==> src/rtl/br_comp_arbiter_if.sv <==
`default_nettype none
// ---------------------------------------------------------------------------
// br_comp_arbiter_if : request, comparator and response channels of the arbiter
// Rev 1.0
// ---------------------------------------------------------------------------
interface br_comp_arbiter_if #(
  parameter int DATA_W = 32
);
  logic [1:0]          i_req_valid;
  logic [2*DATA_W-1:0] i_req_rs1;
  logic [2*DATA_W-1:0] i_req_rs2;
  logic [5:0]          i_req_funct3;
  logic [1:0]          o_req_ready;
  logic [DATA_W-1:0]   o_cmp_rs1;
  logic [DATA_W-1:0]   o_cmp_rs2;
  logic                o_cmp_br_un;
  logic                i_cmp_less;
  logic                i_cmp_equal;
  logic                o_rsp_valid;
  logic                o_rsp_id;
  logic                o_rsp_taken;
  logic                o_rsp_err;
  logic                i_rsp_ready;

  modport slave (
    input  i_req_valid, i_req_rs1, i_req_rs2, i_req_funct3,
    output o_req_ready,
    output o_cmp_rs1, o_cmp_rs2, o_cmp_br_un,
    input  i_cmp_less, i_cmp_equal,
    output o_rsp_valid, o_rsp_id, o_rsp_taken, o_rsp_err,
    input  i_rsp_ready
  );

  modport master (
    output i_req_valid, i_req_rs1, i_req_rs2, i_req_funct3,
    input  o_req_ready,
    input  o_cmp_rs1, o_cmp_rs2, o_cmp_br_un,
    output i_cmp_less, i_cmp_equal,
    input  o_rsp_valid, o_rsp_id, o_rsp_taken, o_rsp_err,
    output i_rsp_ready
  );
endinterface
`default_nettype wire

==> src/rtl/br_comp_arbiter.sv <==
`default_nettype none
// ---------------------------------------------------------------------------
// br_comp_arbiter : round-robin sharing of one branch comparator by two requesters
// Rev 1.0
// ---------------------------------------------------------------------------
module br_comp_arbiter #(
  parameter int DATA_W = 32,
  parameter int CNT_W  = 16
) (
  input  wire logic          i_clk,
  input  wire logic          i_rst_n,
  br_comp_arbiter_if.slave   bus,
  output logic [CNT_W-1:0]   o_cnt_total,
  output logic [CNT_W-1:0]   o_cnt_taken
);

  typedef enum logic [1:0] {
    S_IDLE = 2'b00,
    S_CMP  = 2'b01,
    S_RESP = 2'b10
  } state_t;

  localparam logic [CNT_W-1:0] C_CNT_MAX = {CNT_W{1'b1}};

  state_t            r_state;
  state_t            w_state_nxt;
  logic              r_ptr;
  logic [1:0]        w_grant;
  logic [DATA_W-1:0] r_rs1;
  logic [DATA_W-1:0] r_rs2;
  logic [2:0]        r_f3;
  logic              r_id;
  logic              r_taken;
  logic              r_err;
  logic              w_taken;
  logic              w_err;
  logic [CNT_W-1:0]  r_cnt_total;
  logic [CNT_W-1:0]  r_cnt_taken;

  always_comb begin
    w_state_nxt = r_state;
    w_grant     = 2'b00;
    case (r_state)
      S_IDLE: begin
        if (bus.i_req_valid[r_ptr]) begin
          w_grant[r_ptr] = 1'b1;
        end else if (bus.i_req_valid[~r_ptr]) begin
          w_grant[~r_ptr] = 1'b1;
        end
        if (w_grant != 2'b00) w_state_nxt = S_CMP;
      end
      S_CMP:   w_state_nxt = S_RESP;
      S_RESP:  if (bus.i_rsp_ready) w_state_nxt = S_IDLE;
      default: w_state_nxt = S_IDLE;
    endcase
    // No grant may be advertised while reset is being applied.
    if (!i_rst_n) w_grant = 2'b00;
  end

  always_comb begin
    w_taken = 1'b0;
    w_err   = 1'b0;
    case (r_f3)
      3'b000:         w_taken = bus.i_cmp_equal;
      3'b001:         w_taken = ~bus.i_cmp_equal;
      3'b100, 3'b110: w_taken = bus.i_cmp_less;
      3'b101, 3'b111: w_taken = ~bus.i_cmp_less;
      default:        w_err   = 1'b1;
    endcase
  end

  always_ff @(posedge i_clk) begin
    if (!i_rst_n) begin
      r_state     <= S_IDLE;
      r_ptr       <= 1'b0;
      r_rs1       <= '0;
      r_rs2       <= '0;
      r_f3        <= 3'b000;
      r_id        <= 1'b0;
      r_taken     <= 1'b0;
      r_err       <= 1'b0;
      r_cnt_total <= '0;
      r_cnt_taken <= '0;
    end else begin
      r_state <= w_state_nxt;
      if (w_grant != 2'b00) begin
        r_rs1 <= bus.i_req_rs1[w_grant[1]*DATA_W +: DATA_W];
        r_rs2 <= bus.i_req_rs2[w_grant[1]*DATA_W +: DATA_W];
        r_f3  <= bus.i_req_funct3[w_grant[1]*3 +: 3];
        r_id  <= w_grant[1];
        r_ptr <= ~w_grant[1];
      end
      if (r_state == S_CMP) begin
        r_taken <= w_taken;
        r_err   <= w_err;
      end
      if (r_state == S_RESP && bus.i_rsp_ready) begin
        if (r_cnt_total != C_CNT_MAX) r_cnt_total <= r_cnt_total + CNT_W'(1);
        if (r_taken && r_cnt_taken != C_CNT_MAX) r_cnt_taken <= r_cnt_taken + CNT_W'(1);
      end
    end
  end

  assign bus.o_req_ready = w_grant;
  assign bus.o_cmp_rs1   = r_rs1;
  assign bus.o_cmp_rs2   = r_rs2;
  // Unsigned only for 110/111; the illegal 01x codes also select signed.
  assign bus.o_cmp_br_un = r_f3[2] & r_f3[1];
  assign bus.o_rsp_valid = (r_state == S_RESP);
  assign bus.o_rsp_id    = r_id;
  assign bus.o_rsp_taken = r_taken;
  assign bus.o_rsp_err   = r_err;
  assign o_cnt_total     = r_cnt_total;
  assign o_cnt_taken     = r_cnt_taken;

endmodule
`default_nettype wire

==> src/flat_wrapper.sv <==
// flat-port wrapper written by rule: the top's interface ports become plain ports
module br_comp_arbiter_flat 
#(
  parameter int DATA_W = 32,
  parameter int CNT_W  = 16
)
  (i_clk, i_rst_n, o_cnt_total, o_cnt_taken, bus_i_req_valid, bus_i_req_rs1, bus_i_req_rs2, bus_i_req_funct3, bus_o_req_ready, bus_o_cmp_rs1, bus_o_cmp_rs2, bus_o_cmp_br_un, bus_i_cmp_less, bus_i_cmp_equal, bus_o_rsp_valid, bus_o_rsp_id, bus_o_rsp_taken, bus_o_rsp_err, bus_i_rsp_ready);
  br_comp_arbiter_if #(.DATA_W(DATA_W)) bus_i ();
  input  wire logic i_clk;
  input  wire logic i_rst_n;
  output logic [CNT_W-1:0] o_cnt_total;
  output logic [CNT_W-1:0] o_cnt_taken;
  input wire logic [$bits(bus_i.i_req_valid)-1:0] bus_i_req_valid;
  input wire logic [$bits(bus_i.i_req_rs1)-1:0] bus_i_req_rs1;
  input wire logic [$bits(bus_i.i_req_rs2)-1:0] bus_i_req_rs2;
  input wire logic [$bits(bus_i.i_req_funct3)-1:0] bus_i_req_funct3;
  output wire logic [$bits(bus_i.o_req_ready)-1:0] bus_o_req_ready;
  output wire logic [$bits(bus_i.o_cmp_rs1)-1:0] bus_o_cmp_rs1;
  output wire logic [$bits(bus_i.o_cmp_rs2)-1:0] bus_o_cmp_rs2;
  output wire logic [$bits(bus_i.o_cmp_br_un)-1:0] bus_o_cmp_br_un;
  input wire logic [$bits(bus_i.i_cmp_less)-1:0] bus_i_cmp_less;
  input wire logic [$bits(bus_i.i_cmp_equal)-1:0] bus_i_cmp_equal;
  output wire logic [$bits(bus_i.o_rsp_valid)-1:0] bus_o_rsp_valid;
  output wire logic [$bits(bus_i.o_rsp_id)-1:0] bus_o_rsp_id;
  output wire logic [$bits(bus_i.o_rsp_taken)-1:0] bus_o_rsp_taken;
  output wire logic [$bits(bus_i.o_rsp_err)-1:0] bus_o_rsp_err;
  input wire logic [$bits(bus_i.i_rsp_ready)-1:0] bus_i_rsp_ready;
  assign bus_i.i_req_valid = bus_i_req_valid;
  assign bus_i.i_req_rs1 = bus_i_req_rs1;
  assign bus_i.i_req_rs2 = bus_i_req_rs2;
  assign bus_i.i_req_funct3 = bus_i_req_funct3;
  assign bus_o_req_ready = bus_i.o_req_ready;
  assign bus_o_cmp_rs1 = bus_i.o_cmp_rs1;
  assign bus_o_cmp_rs2 = bus_i.o_cmp_rs2;
  assign bus_o_cmp_br_un = bus_i.o_cmp_br_un;
  assign bus_i.i_cmp_less = bus_i_cmp_less;
  assign bus_i.i_cmp_equal = bus_i_cmp_equal;
  assign bus_o_rsp_valid = bus_i.o_rsp_valid;
  assign bus_o_rsp_id = bus_i.o_rsp_id;
  assign bus_o_rsp_taken = bus_i.o_rsp_taken;
  assign bus_o_rsp_err = bus_i.o_rsp_err;
  assign bus_i.i_rsp_ready = bus_i_rsp_ready;
  br_comp_arbiter #(.DATA_W(DATA_W), .CNT_W(CNT_W)) u_core (.i_clk(i_clk), .i_rst_n(i_rst_n), .bus(bus_i), .o_cnt_total(o_cnt_total), .o_cnt_taken(o_cnt_taken));
endmodule
==> config.mk <==
export PLATFORM = sky130hd
export DESIGN_NAME = br_comp_arbiter_flat
export DESIGN_NICKNAME = d
export VERILOG_FILES = /design/src/rtl/br_comp_arbiter_if.sv /design/src/rtl/br_comp_arbiter.sv /design/src/flat_wrapper.sv
export SDC_FILE = /design/constraint.sdc
export NUM_CORES = 1
export LEC_CHECK = 0
export BUFFER_PORTS_ARGS = -buffer_cell sky130_fd_sc_hd__buf_2
export CORE_AREA = 2 2 127 98
export CTS_CLUSTER_DIAMETER = 60
export DETAILED_ROUTE_END_ITERATION = 7
export DIE_AREA = 0 0 129 100
export PLACE_DENSITY_LB_ADDON = 0.15
export REMOVE_ABC_BUFFERS = 1
export SLEW_MARGIN = 5
export SYNTH_ARGS = -nofsm -noshare
export SYNTH_HDL_FRONTEND = slang
export SYNTH_SLANG_ARGS = --single-unit
==> constraint.sdc <==
create_clock -name i_clk -period 1.95 [get_ports i_clk]
set_clock_uncertainty 0.2 [all_clocks]
set_input_delay 0.39 -clock i_clk [delete_from_list [all_inputs] [get_ports i_clk]]
set_output_delay 0.39 -clock i_clk [all_outputs]
set_load 0.01 [all_outputs]
Word level (Yosys, flattened, before mapping). Cells that the tools add are included.

Output and inout bits: 103. Flip-flop bits (word level): 105. Word-level logic and storage cells: 68. Bits of input ports: 141.

Reduce and logical (&&, ||, !) cells: 14. $add $sub $neg: 2. Multiply operators: 1. Magnitude comparators: 4. Multiplexer cells: 18. Shift operators: 3. Bitwise gates (word level): 5. Equality and inequality tests: 11.

Operators with widths (count): $shiftx A64 B7 Y32 (2); $add A16 B1 Y16 const B (2); $ne A16 B16 Y1 const B (2); $mux W2 (7); $eq A3 B3 Y1 const B (4); $mux W1 (7); $pmux W2 S3 (1); $reduce_and A2 Y1 (3); $reduce_or A6 Y1 (1); $shiftx A6 B4 Y3 (1); $logic_and A1 B1 Y1 (4); $lt A1 B2 Y1 const B (2); $ne A2 B1 Y1 const B (2); $not A1 Y1 (4); $pmux W1 S4 (1); $reduce_bool A2 Y1 (2); $reduce_or A2 Y1 (2); $eq A3 B1 Y1 const B (1); $logic_not A3 Y1 (1); $mul A1 B2 Y3 const B (1); $demux W1 S1 (2); $eq A2 B1 Y1 const B (1); $eq A2 B2 Y1 const B (1); $ge A1 B1 Y1 const B (2); other kinds (2) (2).

Logic depth before layout (Yosys ltp).
Depth in word-level cells: 12. Depth in mapped cells: 7. Mapped depth without buffers: 5.

Least setup slack after synthesis. Ideal clock, no wire load.

Path kind: register -> register. Start: reg u_core.r_cnt_taken[0] (netlist: u_core.o_cnt_taken[0]). End: reg u_core.r_cnt_taken[0] (netlist: u_core.o_cnt_taken[0]). Slack: -0.008 ns. Path buffers: 1. Arrival time: 1.634 ns. Period minus slack after synthesis: 1.958 ns. Stages on the path, launching flop included: 7. Cell sequence: dfxtp_1 -> ha_1 -> nand4_1 -> nor4_4 -> buf_2 -> nor2_1 -> mux2i_1.

Cells in the longest elaborated chain, start to end: 3. Elaborated cells on any way between the ends: 4.

Ends and longest elaborated chain: start, declared (line br_comp_arbiter.sv:38) `logic [CNT_W-1:0] r_cnt_taken;`; start signal, assigned (line br_comp_arbiter.sv:99) `if (r_taken && r_cnt_taken != C_CNT_MAX) r_cnt_taken <= r_cnt_taken + CNT_W'(1);`; branches (longest 3 deep; another with $add A16 B1 Y16).

Several ways; the timed one is not identified. A chain may end at the register's enable or synchronous reset.

Worst setup path in the final report.
Start: reg u_core.r_state[1]. End: out bus_o_req_ready[1].

Cells in the longest elaborated chain, start to end: 3.

Ends and longest elaborated chain: start, declared (line br_comp_arbiter.sv:25) `state_t r_state;`; start signal, assigned (line br_comp_arbiter.sv:85) `r_state <= w_state_nxt;`; $logic_not A2 Y1 (line br_comp_arbiter.sv:43) `case (r_state)`; $mux W2 (line br_comp_arbiter.sv:43); $mux W2 (line br_comp_arbiter.sv:57) `if (!i_rst_n) w_grant = 2'b00;`; end, declared (line flat_wrapper.sv:17) `output wire logic [$bits(bus_i.o_req_ready)-1:0] bus_o_req_ready;`.

No other way between the ends.

==> summary.txt <==
critical hold path startpoint - bus_i_req_rs1[31]
die width - 129 um
failing checks - negative setup slack
WHS Endpoint - u_core.bus.o_cmp_rs1[31]$_SDFFE_PN0P_
outcome - complete, but fails checks
Max Fclk - 0.511 GHz
unrepaired setup endpoints after global routing - yes
router iterations before antenna repair - 5
Initial Util - 0.393
DIE HEIGHT - 100 um
Reg2Reg Setup Slack - 0.07 ns
Hold Fails Final Rpt - 0
flops & latches, synth - 105
Clk pin slew, worst setup/hold paths - 0.07 ns
Crit Reg-Reg Endpoint - u_core.o_cnt_total[9]$_SDFFE_PN0P_
# rows - 35
PwrDens - 765 nW/um^2
post-synthesis cell area - 4660 um^2
vias per cell - 5.26
pin count of the biggest net entering global routing - 61
worst skew pair latency - 0.35 ns
vias post-DR - 5,329
Reg2Reg Launch Point - u_core.r_state[0]$_SDFFE_PN0P_
Clock power frac - 0.402
via count of the first global-routing pass - 4,812
synthesis-to-layout area growth - 45.1%
CTS Buf Count - 9
H-tree levels - 3
hold depth - 3
clock buffer depth - 2
Post-synth ARST share - 0
total power - 5.18 mW
Worst Path Arrival - 1.37 ns
ratio of cells with drive above 1 in the final layout - 0.389
sequential area share after synthesis - 0.451
Pint - 3.88 mW
WS Path Type - reg -> out
DR iter-0 viols - 357
Distinct cells, synth - 44
global-route wire length before repair - 23.7 mm
post-route minimum period - 1.96 ns
root buffer cell - clkbuf_16
Die Area - 12,900 um^2
Most used DFF post-synth - dfxtp_1
critical path endpoint category - output pin
fillers - 1,131
wire length per cell - 14.9 um
number of synthesized flops with an enable pin - 0
total grt overflow - 0
Syn Inst Count - 580
HPWL Detailed - 11.1 mm
worst-margin pin slew - 0.416 ns
Final Setup Violations - 1
syn avg cell area - 8.04 um^2
CTS tree - yes
I/O Buffers - 243
fin crit share - 1.00
Remaining DRCs - 0
gr usage total - 0.227
Gate power share - 0.148
Routed Antenna Nets - 0
initial antenna violation count - 2
worst-case reg-to-reg path depth - 5
Leak Pwr - 3.00 nW
sw power - 1.30 mW
WP data required - 1.36 ns
Sink Count - 105
Final Max Slew Viols - 0
pre-CTS setup slack - -0.0818 ns
final RePlAce weighted congestion - 0.827
Multi-input gate area - 2390 um^2
Max-slew headroom - 0.722
Final nets - 983
Setup crit start kind - register
Yosys warning total - 0
CP Max Fanout - 3
most frequent cells in the layout - buf_2 (241), nand2_1 (125), dfxtp_1 (103), a21oi_1 (53), buf_4 (45)
register area - 2100 um^2
Routed WL - 15.0 mm
Final Worst Setup Slack - -0.00702 ns
core area - 11,900 um^2
VDD IR max - 0.429 mV
number of max-cap violations - 0
Sw Share - 0.251
Tightest Hold Check Type - in -> reg
commonest non-fill, non-tap cell in the layout - buf_2
sequential share of power - 0.450
io pins - 244
-- Yosys cell counts (2+ instances only) --
library cell,count,area (um^2)
o311a_1,2,20.0
inv_1,5,18.8
and4_1,2,17.5
nor2b_1,2,12.5
clkbuf_1,28,105
and2_1,3,18.8
or3_1,10,62.6
nand3_1,12,60.1
buf_1,5,18.8
nand2b_1,5,31.3
nand4_1,18,113
o2111ai_1,2,17.5
mux2i_1,4,40.0
nor2_1,8,30.0
a22oi_1,26,195
nor4_1,3,18.8
buf_6,2,22.5
a21oi_1,54,270
inv_2,2,7.51
dfxtp_1,105,2100
o21ai_1,40,200
o21ai_0,15,75.1
o41ai_1,2,17.5
o31ai_1,12,90.1
and3_1,6,37.5
nand2_1,125,469
ha_1,2,25.0
o21bai_1,2,15.0
or4_1,13,97.6
a31oi_1,41,257
buf_2,11,55.1
-- registers in the layout, summed over array words and instances (netlist names) --
name / flops
u_core.r_f3: 3
u_core.o_cnt_taken: 16
u_core.bus.o_cmp_rs2: 32
u_core.bus.o_rsp_id: 1
u_core.o_cnt_total: 16
u_core.bus.o_rsp_err: 1
u_core.r_state: 2
u_core.bus.o_rsp_taken: 1
u_core.r_ptr: 1
u_core.bus.o_cmp_rs1: 32
-- area by class of cell --
class / instances / area share
clock inverter: 7 / 0.0176
clock buffer: 9 / 0.0333
tap: 166 / 0.0307
multi-input combinational: 422 / 0.354
sequential: 105 / 0.311
timing repair buffer: 295 / 0.248
antenna: 2 / 0.000740
inverter: 7 / 0.00425
-- worst max-delay path by stage --
stage / startpoint / end / slack, ns / cells after the start
4_1_cts: u_core.r_state[0]$_SDFFE_PN0P_ / bus_o_req_ready[1] / -0.04 / 5
3_5_place_dp: bus_i_rsp_ready / u_core.o_cnt_total[14]$_SDFFE_PN0P_ / -0.08 / 6
5_1_grt: u_core.r_state[1]$_SDFFE_PN0P_ / bus_o_req_ready[1] / -0.07 / 5
2_1_floorplan: i_rst_n / u_core.bus.o_cmp_rs1[0]$_SDFFE_PN0P_ / -1.52 / 5
6_report: u_core.r_state[1]$_SDFFE_PN0P_ / bus_o_req_ready[1] / -0.007 / 5
3_3_place_gp: bus_i_rsp_ready / u_core.o_cnt_total[15]$_SDFFE_PN0P_ / -0.01 / 6
-- through the flow --
step	area, um^2	instances	util	hold slack, ns	setup TNS, ns
global route	6770	1013	0.570	0.0794	-0.126
global placement	6270	987	0.528	0.241	-0.0249
finish	6770	1013	0.570	0.0852	-0.00702
CTS	6690	1010	0.564	0.0741	-0.0534
detailed placement	6270	987	0.528	0.244	-0.391
floorplan	4460	534	-	0.259	-87.63
-- power by group through the flow --
stage	combinational [mW]	sequential [mW]	clock, mW
CTS	0.763	2.33	2.13
global placement	0.726	2.37	0
global route	0.842	2.35	2.21
floorplan	0.268	2.43	0
detailed placement	0.736	2.37	0
finish	0.765	2.33	2.08
-- worst max-delay path, stage by stage (launching register included) --
cell     delay, ns
dfxtp_2       0.32
buf_6         0.12
nor3b_4       0.25
nand3_2       0.15
inv_4         0.09
buf_6         0.10
-- cells by family after synthesis --
| kind of cell | count (synthesis) | synth area share |
|---|---|---|
| AO/OA/AOI/OAI | 199 | 0.254 |
| adder cells (fa/ha/maj) | 2 | 0.00537 |
| multiplexers | 4 | 0.00859 |
| flip-flops | 105 | 0.451 |
| buffers and inverters | 53 | 0.0488 |
| AND/OR/NAND/NOR | 217 | 0.232 |
-- what timing repair did --
action,CTS,global route
gates cloned,0,0
resized for setup,8,14
endpoints found under the setup margin,2,44
buffers inserted,7,1
pin swaps,3,2
hold buffers,0,0
hold endpoints to repair,0,0
-- per-layer routing --
metal	global-route usage	vias up	routed length [um]
met5	0	-	0
met4	0.103	0	501
met3	0.0618	40	1050
met2	0.363	209	7120
met1	0.289	2431	6370
li1	-	2649	-
Power figures use the tool's default switching activity.
